File: config.mk
export PLATFORM = sky130hd
export DESIGN_NAME = fetch_aligner_flat
export DESIGN_NICKNAME = d
export VERILOG_FILES = /design/src/rtl/fetch_aligner_if.sv /design/src/rtl/fetch_aligner.sv /design/src/flat_wrapper.sv
export SDC_FILE = /design/constraint.sdc
export NUM_CORES = 1
export LEC_CHECK = 0
export BUFFER_PORTS_ARGS = -buffer_cell sky130_fd_sc_hd__buf_4
export CAP_MARGIN = 20
export CORE_MARGIN = 2
export CORE_UTILIZATION = 26
export CTS_CLUSTER_SIZE = 16
export DETAILED_ROUTE_END_ITERATION = 12
export HOLD_SLACK_MARGIN = 0.02
export REMOVE_ABC_BUFFERS = 1
export SETUP_SLACK_MARGIN = 0.02
export SLEW_MARGIN = 20
export SYNTH_ARGS = -nofsm -noshare
export SYNTH_HDL_FRONTEND = slang
export SYNTH_SLANG_ARGS = --single-unit
File: constraint.sdc
create_clock -name clk -period 2.92 [get_ports clk]
set_input_delay 0.584 -clock clk [delete_from_list [all_inputs] [get_ports clk]]
set_output_delay 0.584 -clock clk [all_outputs]
set_load 0.01 [all_outputs]
File: src/rtl/fetch_aligner_if.sv
// Handshake bundle between the fetch unit, the halfword aligner and the
// downstream RVC expander/decoder.
interface fetch_aligner_if;
    logic        fetch_valid;
    logic        fetch_ready;
    logic [31:0] fetch_data;
    logic        flush;
    logic [31:0] flush_pc;
    logic        instr_valid;
    logic        instr_ready;
    logic [31:0] instr_data;
    logic        instr_is_rvc;
    logic [31:0] instr_pc;

    modport master (
        output fetch_valid, fetch_data, flush, flush_pc, instr_ready,
        input  fetch_ready, instr_valid, instr_data, instr_is_rvc, instr_pc
    );

    modport slave (
        input  fetch_valid, fetch_data, flush, flush_pc, instr_ready,
        output fetch_ready, instr_valid, instr_data, instr_is_rvc, instr_pc
    );
endinterface

File: src/rtl/fetch_aligner.sv
// Splits word-aligned fetch words into whole 16/32-bit instructions through a
// 4-entry halfword FIFO. Compressed support is enabled by FETCH_ALIGNER_RVC_EN.
module fetch_aligner #(
    parameter logic [31:0] RESET_PC = 32'h0000_0000
) (
    input logic            clk,
    input logic            rst,
    fetch_aligner_if.slave bus
);

    logic [15:0] buf_q [4];
    logic [15:0] buf_d [4];
    logic [2:0]  count_q, count_d;
    logic [31:0] pc_q, pc_d;
    logic        skip_q, skip_d;

    logic        head_rvc;
    logic        push, pop;
    logic [2:0]  pop_cnt;
    logic [2:0]  base;
    logic [63:0] flat;
    logic [63:0] shifted;
    logic [31:0] flush_target;
    logic        flush_skip;
    logic        reset_skip;

`ifdef FETCH_ALIGNER_RVC_EN
    assign head_rvc     = (buf_q[0][1:0] != 2'b11);
    assign flush_target = bus.flush_pc & ~32'h0000_0001;
    assign flush_skip   = bus.flush_pc[1];
    assign reset_skip   = RESET_PC[1];
`else
    // Without compressed support every fetch is word-granular, so bit 1 of a
    // redirect target carries no meaning and the skip flag never gets set.
    assign head_rvc     = 1'b0;
    assign flush_target = bus.flush_pc & ~32'h0000_0003;
    assign flush_skip   = 1'b0;
    assign reset_skip   = 1'b0;
`endif

    assign bus.fetch_ready  = !rst && !bus.flush && (count_q <= 3'd2);
    assign bus.instr_valid  = !rst && (head_rvc ? (count_q >= 3'd1) : (count_q >= 3'd2));
    assign bus.instr_data   = head_rvc ? {16'h0000, buf_q[0]} : {buf_q[1], buf_q[0]};
    assign bus.instr_is_rvc = head_rvc;
    assign bus.instr_pc     = pc_q;

    assign push = bus.fetch_valid && bus.fetch_ready;
    assign pop  = bus.instr_valid && bus.instr_ready;

    always_comb begin
        pop_cnt = pop ? (head_rvc ? 3'd1 : 3'd2) : 3'd0;
        base    = count_q - pop_cnt;
        flat    = {buf_q[3], buf_q[2], buf_q[1], buf_q[0]};
        shifted = flat >> {pop_cnt, 4'b0000};
        count_d = base;
        pc_d    = pop ? (pc_q + (head_rvc ? 32'd2 : 32'd4)) : pc_q;
        skip_d  = skip_q;
        for (int i = 0; i < 4; i++) begin
            buf_d[i] = shifted[16*i +: 16];
        end

        // New halfwords land directly behind whatever survives this cycle's pop.
        if (push) begin
            if (skip_q) begin
                for (int i = 0; i < 4; i++) begin
                    if (3'(i) == base) buf_d[i] = bus.fetch_data[31:16];
                end
                count_d = base + 3'd1;
                skip_d  = 1'b0;
            end else begin
                for (int i = 0; i < 4; i++) begin
                    if (3'(i) == base)        buf_d[i] = bus.fetch_data[15:0];
                    if (3'(i) == base + 3'd1) buf_d[i] = bus.fetch_data[31:16];
                end
                count_d = base + 3'd2;
            end
        end

        if (bus.flush) begin
            count_d = 3'd0;
            pc_d    = flush_target;
            skip_d  = flush_skip;
        end
    end

    always_ff @(posedge clk) begin
        if (rst) begin
            count_q <= 3'd0;
            pc_q    <= RESET_PC;
            skip_q  <= reset_skip;
            for (int i = 0; i < 4; i++) buf_q[i] <= 16'h0000;
        end else begin
            count_q <= count_d;
            pc_q    <= pc_d;
            skip_q  <= skip_d;
            for (int i = 0; i < 4; i++) buf_q[i] <= buf_d[i];
        end
    end

endmodule

File: src/flat_wrapper.sv
// flat-port wrapper written by rule: the top's interface ports become plain ports
module fetch_aligner_flat 
#(
    parameter logic [31:0] RESET_PC = 32'h0000_0000
)
  (clk, rst, bus_fetch_valid, bus_fetch_data, bus_flush, bus_flush_pc, bus_instr_ready, bus_fetch_ready, bus_instr_valid, bus_instr_data, bus_instr_is_rvc, bus_instr_pc);
  fetch_aligner_if bus_i ();
  input logic clk;
  input logic rst;
  input wire logic [$bits(bus_i.fetch_valid)-1:0] bus_fetch_valid;
  input wire logic [$bits(bus_i.fetch_data)-1:0] bus_fetch_data;
  input wire logic [$bits(bus_i.flush)-1:0] bus_flush;
  input wire logic [$bits(bus_i.flush_pc)-1:0] bus_flush_pc;
  input wire logic [$bits(bus_i.instr_ready)-1:0] bus_instr_ready;
  output wire logic [$bits(bus_i.fetch_ready)-1:0] bus_fetch_ready;
  output wire logic [$bits(bus_i.instr_valid)-1:0] bus_instr_valid;
  output wire logic [$bits(bus_i.instr_data)-1:0] bus_instr_data;
  output wire logic [$bits(bus_i.instr_is_rvc)-1:0] bus_instr_is_rvc;
  output wire logic [$bits(bus_i.instr_pc)-1:0] bus_instr_pc;
  assign bus_i.fetch_valid = bus_fetch_valid;
  assign bus_i.fetch_data = bus_fetch_data;
  assign bus_i.flush = bus_flush;
  assign bus_i.flush_pc = bus_flush_pc;
  assign bus_i.instr_ready = bus_instr_ready;
  assign bus_fetch_ready = bus_i.fetch_ready;
  assign bus_instr_valid = bus_i.instr_valid;
  assign bus_instr_data = bus_i.instr_data;
  assign bus_instr_is_rvc = bus_i.instr_is_rvc;
  assign bus_instr_pc = bus_i.instr_pc;
  fetch_aligner #(.RESET_PC(RESET_PC)) u_core (.clk(clk), .rst(rst), .bus(bus_i));
endmodule
==> results of run 1 <==
==> path summary, 6_finish.rpt <==
path                 startpoint                  end  slack [ns]  depth (start not counted)
max reg2reg   u_core.count_q[2]  u_core.buf_q[2][12]        0.84                         10
max           u_core.count_q[2]      bus_fetch_ready        0.79                          2
min          u_core.buf_q[3][3]   u_core.buf_q[3][3]        0.47                          2
min reg2reg  u_core.buf_q[3][3]   u_core.buf_q[3][3]        0.47                          2
==> stage by stage <==
| stage | setup TNS (ns) | hold slack (ns) |
|---|---|---|
| after global routing | 0 | 0.476 |
| after CTS | 0 | 0.468 |
| final | 0 | 0.467 |
| after detailed placement | 0 | 0.458 |
| after global placement | 0 | 0.454 |
| after floorplan | -52.27 | 0.442 |
==> power by group through the flow <==
stage	registers, mW	logic (mW)	clock network [mW]
floorplan	1.47	0.140	0
global placement	1.45	0.403	0
detailed placement	1.46	0.405	0
CTS	1.43	0.406	1.25
global route	1.43	0.441	1.29
finish	1.43	0.401	1.20
==> layer usage <==
layer | up-vias | GRT usage [%] | share of wire, %
li1 | 2147 | - | -
met1 | 1944 | 18.7 | 47
met2 | 140 | 21.6 | 43
met3 | 12 | 4.69 | 8.7
met4 | 0 | 3.86 | 1.1
met5 | - | 0 | 0
==> flip-flops by register name, summed over array words and instances, names as in the netlist <==
signal               flops
u_core.bus.instr_pc     30
u_core.count_q           2
u_core.buf_q            64
==> layout by cell type (no fill, tap or decap), drive strengths merged, types with 4 or more instances in the layout <==
master,count
a211oi,17
a21oi,40
a311oi,36
and3,7
and4,4
buf,143
clkbuf,10
dfxtp,96
inv,8
nand2,120
nand3,40
nand4,10
nor2,53
nor3,14
nor4,8
o21ai,4
o22ai,4
or3,4
xnor2,25
==> critical path, stage by stage (launching register included) <==
cell,delay (ns)
dfxtp_1,0.37
nor3_1,0.59
buf_4,0.25
==> kinds of logic after synthesis <==
kind of cell               Yosys count
DFF                                 96
muxes                                2
other                                1
xor gates and xnor gates            27
adders and majority gates            3
AOI/OAI and AO/OA                  104
and+or+nand+nor                    264
buffers and inverters               54
==> cell type report <==
type	count	area [um2]
fill	1766	10700
inverter	8	30.0
clock buffer	10	239
tap	220	275
sequential	96	1920
multi-input combinational	403	2280
clock inverter	5	57.6
timing repair buffer	143	1100
==> run_results.csv, run 1 <==
group,metric,value,unit
outcome,status,"finished clean",
critical_path,startpoint_type,"flip-flop",
synth,synth-adder-area-share,0.847,%
cells_and_area,fin_cells,885,
drt,via_per_inst,4.79,
placement,dp_slack,0.530,ns
floorplan,start_util,26.6,%
cts,numCtsBuffers,9,
pwr,p_int,2.25,mW
synth,syn_avg_cell_area,8.04,um2
synth,ys_seq_area_share,43.4,%
synth,ys_ff_latch,96,
cells_and_area,finalInstanceArea,0.00590,mm2
timing,report.final.slew_viol_count,0,
drt,ant_nets,0,
floorplan,ioPinCount,136,
synth,synth_compound_area_share,16.3,%
run,maxCapViolCount,0,
placement,dp_hpwl,8.68,mm
floorplan,die_y,135,um
synth,synthFlopType,"dfxtp_1",
synth,synthSimpleGateAreaFrac,28.0,%
grt,antenna_found_initial,0,
timing,fin_skew,0.00575,ns
drt,first_pass_iters,4,
floorplan,num_rows,47,
synth,synth_top_cell_area_share,43.4,%
placement,place_inst,870,
drt,drc,0,
synth,synth_top_family_by_area,"simple AND/OR/NAND/NOR gates",
synth,synth_edf_count,0,
timing,hold_violations,0,
pwr,p_total,3.02,mW
cells_and_area,syn2layout_area_growth,33.1,%
timing,max_freq,470,MHz
critical_path,cp.required,2.34,ns
timing,slew_headroom,49.2,%
floorplan,die_x,135,um
hold_path,hold_path_class,"reg -> reg",
synth,ys_types,40,
synth,synth_xor_xnor_area_share,5.34,%
critical_path,crit_type,"reg -> out",
timing,tightest_slew,0.762,ns
cts,cts.sinks,96,
synth,postSynthCellCount,551,
synth,synth_most_common_cell,"nand2_1",
synth,async_reset_ff_share,0,%
cells_and_area,num_antenna_cells,0,
pwr,p_leak,2.20,nW
placement,placed_area,0.00560,mm2
pwr,p_seq_share,47.2,%
cts,clockBufferDepth,2,
critical_path,path_max_fanout,5,
synth,ys.warnings.count,0,
cts,cts_tree,"yes",
drt,wl_per_cell,14.5,um
grt,overflow,0,
critical_path,endpoint_kind,"output port",
placement,gp_congestion,0.763,
synth,synthMuxAreaShare,0.452,%
cts,cts-hold-fix-buffers,0,
cts,postCtsResizedCells,0,
timing,min_period,2.13,ns
pwr,p_switching,771,uW
timing,setup_viol,0,
cts,cts-root-buf,"clkbuf_16",
drt,drt_iter0_markers,260,
pwr,combPwrFrac,13.3,%
critical_path,worstPathArrival,1.54,ns
pwr,peakVddDrop,0.000267,V
floorplan,die_area,0.0181,mm2
cts,insertion_delay,0.35,ns
timing,worst_slack,0.793,ns
timing,fin_crit_sh,72.9,%
cells_and_area,num-nets-final,733,
synth,synth_area_leaders,"dfxtp_1 43%, nand2_1 10%, a311oi_1 7.1%",
cells_and_area,drive_above_1_share,26.2,%
timing,rsz0062_at_grt,"false",
cts,path_clk_slew,0.07,ns
synth,yosys-top-cells-count,"119 x nand2_1, 96 x dfxtp_1, 53 x nor2_1",
cts,post_cts_buffers,0,
grt,grtUsageTotal,14.0,%
cts,htreeDepth,3,
grt,grt_pass1_vias,3921,
drt,drt_wl_total,12.8,mm
floorplan,core,0.0166,mm2
grt,grt_pass1_wl,20.2,mm
pwr,power_density,512,mW/mm2
placement,portBuffers,130,
pwr,clockPowerShare,39.6,%
drt,vias,4243,
pwr,p_sw_share,25.5,%
synth,yosys.area.top_type,"dfxtp_1",
cells_and_area,fin_util,35.4,%
synth,netlist_area,0.00443,mm2
grt,grt_max_degree,71,
Power figures use the tool's default switching activity.
==> inputs of run 2 (changes only) <==
Clock period 2.92 ns to 1.85 ns, I/O delays scaled along.
==> run 2 against run 1 <==
  * Via count is 6.2% higher
  * Sequential power grew 56%
  * Core utilization is 5.1 points higher
  * Clock power up 85%
  * The flow now finishes with violations (setup timing)
  * Power increased by 74%
  * Worst setup slack got worse by 0.88 ns
  * Final area increased by 14%
  * Cell count up 5.4%
  * Die area unchanged
  * Largest power group unchanged
  * Critical path depth is 9 higher
  * Count of clock-buffer cells in the layout did not move
  * Global-route usage is 1.4 points higher
==> run_results.csv, run 2 (synthesis results as in run 1) <==
group,metric,value,unit
outcome,status,"finished, violations left",
outcome,violations,"setup timing",
drt,first_pass_iters,5,
critical_path,endpoint_kind,"flip-flop",
pwr,peakVddDrop,0.000538,V
critical_path,cp_slowest_cell,"dfxtp_2",
critical_path,crit_family,"simple AND/OR/NAND/NOR gates",
hold_path,hold_path_class,"in -> reg",
floorplan,die_y,135,um
grt,overflow,0,
cells_and_area,syn2layout_area_growth,52.1,%
cells_and_area,largest_register_ffs,64,
cells_and_area,finalInstanceArea,0.00674,mm2
cells_and_area,n_fill_cell,1690,
cells_and_area,mostFrequentLayoutCell,"buf_4",
floorplan,core,0.0166,mm2
cts,numCtsBuffers,9,
cts,cts-root-buf,"clkbuf_16",
placement,gp_congestion,0.767,
grt,grt_pass1_vias,4185,
floorplan,start_util,26.6,%
cells_and_area,num_antenna_cells,0,
timing,hold_violations,0,
cts,clockBufferDepth,2,
placement,dp_hpwl,8.94,mm
drt,drt_wl_total,14.7,mm
grt,grt_max_degree,53,
cts,cts-hold-fix-buffers,0,
placement,portBuffers,130,
floorplan,die_area,0.0181,mm2
placement,dp_slack,-0.238,ns
timing,setup_viol,31,
timing,report.final.slew_viol_count,0,
cells_and_area,top_register,"u_core.buf_q",
timing,min_period,1.94,ns
cells_and_area,drive_above_1_share,37.4,%
timing,slew_headroom,59.7,%
critical_path,slowest_delay,0.33,ns
timing,max_freq,517,MHz
critical_path,r2r_slack,-0.09,ns
critical_path,path_max_fanout,6,
timing,tightest_slew,0.605,ns
pwr,p_leak,2.58,nW
timing,fin_tns_setup,-1.70,ns
grt,antenna_found_initial,0,
grt,grt_pass1_wl,21.9,mm
timing,fin_crit_sh,105,%
cells_and_area,num-nets-final,780,
timing,rsz0062_at_grt,"true",
floorplan,die_x,135,um
timing,hold_ws,0.268,ns
critical_path,crit_type,"reg -> reg",
timing,worst_slack,-0.0860,ns
grt,grtUsageTotal,15.4,%
critical_path,cp_cell_sequence,"o21ba_4 > nand2_4 > inv_4 > ha_4 > xnor2_2 > ha_2 > and3_4 > buf_6 > clkbuf_16 > nand2_1 > a21oi_1",
placement,place_inst,902,
drt,wl_per_cell,15.7,um
cts,insertion_delay,0.35,ns
cts,htreeDepth,3,
drt,via_per_inst,4.83,
critical_path,worstPathArrival,2.22,ns
cts,cts_tree,"yes",
drt,drt_iter0_markers,247,
drt,ant_nets,0,
critical_path,startpoint_type,"flip-flop",
floorplan,num_rows,47,
run,maxCapViolCount,0,
cts,cts.sinks,96,
critical_path,path_buf_inv,3,
cells_and_area,fin_cells,933,
placement,placed_area,0.00587,mm2
pwr,power_density,781,mW/mm2
floorplan,ioPinCount,136,
cells_and_area,layout_common_cells,"168 x buf_4, 110 x nand2_1, 94 x dfxtp_1, 51 x nor2_1, 35 x nand3_1",
drt,drc,0,
cts,path_clk_slew,0.07,ns
drt,vias,4505,
timing,fin_skew,0.00529,ns
critical_path,cp.required,2.14,ns
run 2: cell count changes in the layout (fill, tap and decap cells not counted), moves of 4 or more:
cell	before	now
nand2_2	1	5
nand2_4	0	5
buf_4	141	168
a21oi_2	0	14
nand3_1	40	35
a21oi_1	40	26
nand3_2	0	4
buf_12	2	6
nand2_1	119	110
clkbuf_16	9	13
buf_6	0	9
run 2: routing by layer:
layer  global-route usage, %  share of wire, %
met1                    20.5                47
met2                    23.9                45
met3                    5.33               7.2
met4                    3.80              0.93
met5                       0                 0
run 2: report_power, final:
| part | internal (mW) | switching [mW] | total, mW | leakage (nW) |
|---|---|---|---|---|
| combinational | 0.420 | 0.397 | 0.817 | 1.63 |
| sequential | 2.16 | 0.0681 | 2.23 | 0.785 |
| clock | 1.36 | 0.854 | 2.22 | 0.165 |
| total | 3.95 | 1.32 | 5.27 | 2.58 |
run 2: area by class of cell:
class | instances | area, um2 | share of cell area, %
timing repair buffer | 190 | 1650 | 24.5
multi-input combinational | 403 | 2500 | 37.1
sequential | 96 | 1920 | 28.5
clock inverter | 6 | 114 | 1.69
tap | 220 | 275 | 4.08
inverter | 8 | 35.0 | 0.520
clock buffer | 10 | 239 | 3.54
run 2: worst paths after layout:
kind | start | to | cells after the start
max | u_core.count_q[2] | u_core.buf_q[3][14] | 11
min | bus_fetch_data[5] | u_core.buf_q[2][5] | 3
max reg2reg | u_core.count_q[2] | u_core.buf_q[3][14] | 11
min reg2reg | u_core.buf_q[3][5] | u_core.buf_q[3][5] | 2
run 2: repair_timing:
item,CTS,global route
hold endpoints to repair,0,0
setup endpoints to repair,52,69
pin swaps,2,29
cloned,2,6
gates resized for setup,16,60
setup buffers,2,7
run 2: through the flow:
| step | total power [mW] | utilization (%) |
|---|---|---|
| after floorplan | 2.54 | - |
| after global placement | 3.00 | 35.3 |
| after detailed placement | 3.00 | 35.3 |
| after CTS | 5.27 | 38.3 |
| after global routing | 5.51 | 40.5 |
| final | 5.27 | 40.5 |
run 2: worst reg2reg max path: stages, from the launching register on:
cell       delay, ns
dfxtp_2         0.33
o21ba_4         0.23
nand2_4         0.08
inv_4           0.04
ha_4            0.16
xnor2_2         0.15
ha_2            0.20
and3_4          0.23
buf_6           0.14
clkbuf_16       0.15
nand2_1         0.06
a21oi_1         0.10
==> inputs of run 3 (changes only) <==
Settings changed: BUFFER_PORTS_ARGS -buffer_cell sky130_fd_sc_hd__buf_4 to -buffer_cell sky130_fd_sc_hd__buf_2.
==> run 3 against run 2 <==
  * The flow still finishes with violations (setup timing)
  * Combinational power down 8.0%
  * Via count up 0.16%
  * Sequential power hardly changed
==> run_results.csv, run 3 (synthesis results as in run 1) <==
group,metric,value,unit
critical_path,crit_path_frequent_cell,"ha_4",
run,maxCapViolCount,0,
critical_path,cp_cell_sequence,"o21ba_4 > nand2_4 > inv_4 > ha_4 > xnor2_4 > ha_4 > and3_4 > buf_6 > nand2_1 > a21oi_2",
grt,grt_pass1_wl,21.9,mm
grt,grt_max_degree,52,
timing,setup_viol,20,
timing,worst_slack,-0.0387,ns
timing,hold_violations,0,
drt,first_pass_iters,4,
critical_path,crit_family,"simple AND/OR/NAND/NOR gates",
placement,gp_congestion,0.763,
floorplan,num_rows,47,
cells_and_area,fin_util,38.5,%
timing,fin_skew,0.00861,ns
cells_and_area,drive_above_1_share,38.0,%
cts,cts.sinks,96,
drt,drt_iter0_markers,256,
cts,clockBufferDepth,2,
floorplan,die_y,135,um
placement,dp_slack,-0.226,ns
cts,cts-hold-fix-buffers,0,
cells_and_area,multi_input_area,0.00253,mm2
grt,antenna_found_initial,1,
floorplan,die_area,0.0181,mm2
cts,insertion_delay,0.35,ns
critical_path,cp.required,2.14,ns
timing,report.final.slew_viol_count,0,
critical_path,path_buf_inv,2,
floorplan,core,0.0166,mm2
floorplan,ioPinCount,136,
grt,grtUsageTotal,15.3,%
cts,htreeDepth,3,
cells_and_area,num_antenna_cells,0,
critical_path,startpoint_type,"flip-flop",
cts,numCtsBuffers,9,
placement,place_inst,899,
pwr,power_density,788,mW/mm2
drt,drt_wl_total,14.9,mm
outcome,status,"finished, violations left",
drt,wl_per_cell,16.0,um
critical_path,slowest_delay,0.32,ns
cells_and_area,top_register,"u_core.buf_q",
timing,hold_ws,0.261,ns
floorplan,die_x,135,um
placement,dp_hpwl,8.71,mm
cells_and_area,layout_common_cells,"129 x buf_2, 110 x nand2_1, 93 x dfxtp_1, 47 x nor2_1, 40 x buf_4",
critical_path,cp_slowest_cell,"dfxtp_2",
timing,max_freq,529,MHz
cells_and_area,largest_register_ffs,64,
critical_path,endpoint_kind,"flip-flop",
grt,overflow,0,
hold_path,hold_path_class,"in -> reg",
cells_and_area,n_fill_cell,1753,
cells_and_area,mostFrequentLayoutCell,"buf_2",
drt,via_per_inst,4.84,
placement,portBuffers,130,
timing,min_period,1.89,ns
floorplan,start_util,26.6,%
drt,vias,4512,
cts,path_clk_slew,0.07,ns
pwr,p_leak,2.49,nW
pwr,peakVddDrop,0.000476,V
cts,cts-root-buf,"clkbuf_16",
cells_and_area,fin_cells,933,
drt,ant_nets,0,
critical_path,crit_type,"reg -> reg",
cells_and_area,num-nets-final,780,
timing,tightest_slew,0.631,ns
grt,grt_pass1_vias,4161,
cells_and_area,regArea,0.00193,mm2
outcome,violations,"setup timing",
drt,drc,0,
timing,fin_crit_sh,102,%
critical_path,path_max_fanout,7,
cts,cts_tree,"yes",
cells_and_area,syn2layout_area_growth,44.5,%
timing,slew_headroom,57.9,%
critical_path,worstPathArrival,2.18,ns
timing,rsz0062_at_grt,"true",
==> run 3: worst paths after layout <==
check                           from                   to  slack [ns]  depth (start not counted)
hold / removal    bus_fetch_data[11]  u_core.buf_q[2][11]        0.26                          3
hold reg to reg   u_core.buf_q[3][3]   u_core.buf_q[3][3]        0.47                          2
setup reg to reg   u_core.count_q[2]  u_core.buf_q[3][11]       -0.04                         10
setup / recovery   u_core.count_q[2]  u_core.buf_q[3][11]       -0.04                         10
==> run 3: final cells by class <==
class / instances / share of cell area (%)
inverter: 8 / 0.508
clock inverter: 4 / 1.19
tap: 220 / 4.30
timing repair buffer: 190 / 20.6
clock buffer: 12 / 3.85
sequential: 96 / 30.1
multi-input combinational: 403 / 39.5
==> run 3: metrics by stage <==
step	TNS, ns	cell area [um2]	power, mW
final	-0.307	6400	5.05
after global routing	-4.47	6400	5.28
after CTS	-0.312	6050	5.04
after detailed placement	-11.15	5540	2.91
after global placement	-10.20	5540	2.91
after floorplan	-111.96	4220	2.54
==> run 3: tightest hold or removal path: stages <==
cell,delay [ns]
buf_2,0.11
nand2_2,0.05
a21oi_2,0.04
==> run 3: metal layers <==
layer  GRT usage [%]  vias up  part of all wire, %
li1                -     2248                    -
met1            20.3     2092                   46
met2            24.6      157                   45
met3            4.20       13                  7.2
met4            4.09        2                 0.83
met5               0        -                0.074
==> run 3: power breakdown <==
| group | switching [mW] | leakage (nW) | internal (mW) | total, mW |
|---|---|---|---|---|
| clock network | 0.838 | 0.153 | 1.23 | 2.07 |
| logic | 0.405 | 1.55 | 0.347 | 0.752 |
| registers | 0.0657 | 0.785 | 2.16 | 2.23 |
==> run 3: what timing repair did <==
item                                    in CTS  in global routing
pin swaps                                    0                 17
buffers inserted                             2                  8
endpoints found under the setup margin      53                 64
gates resized for setup                     21                 56
cloned                                       3                  7
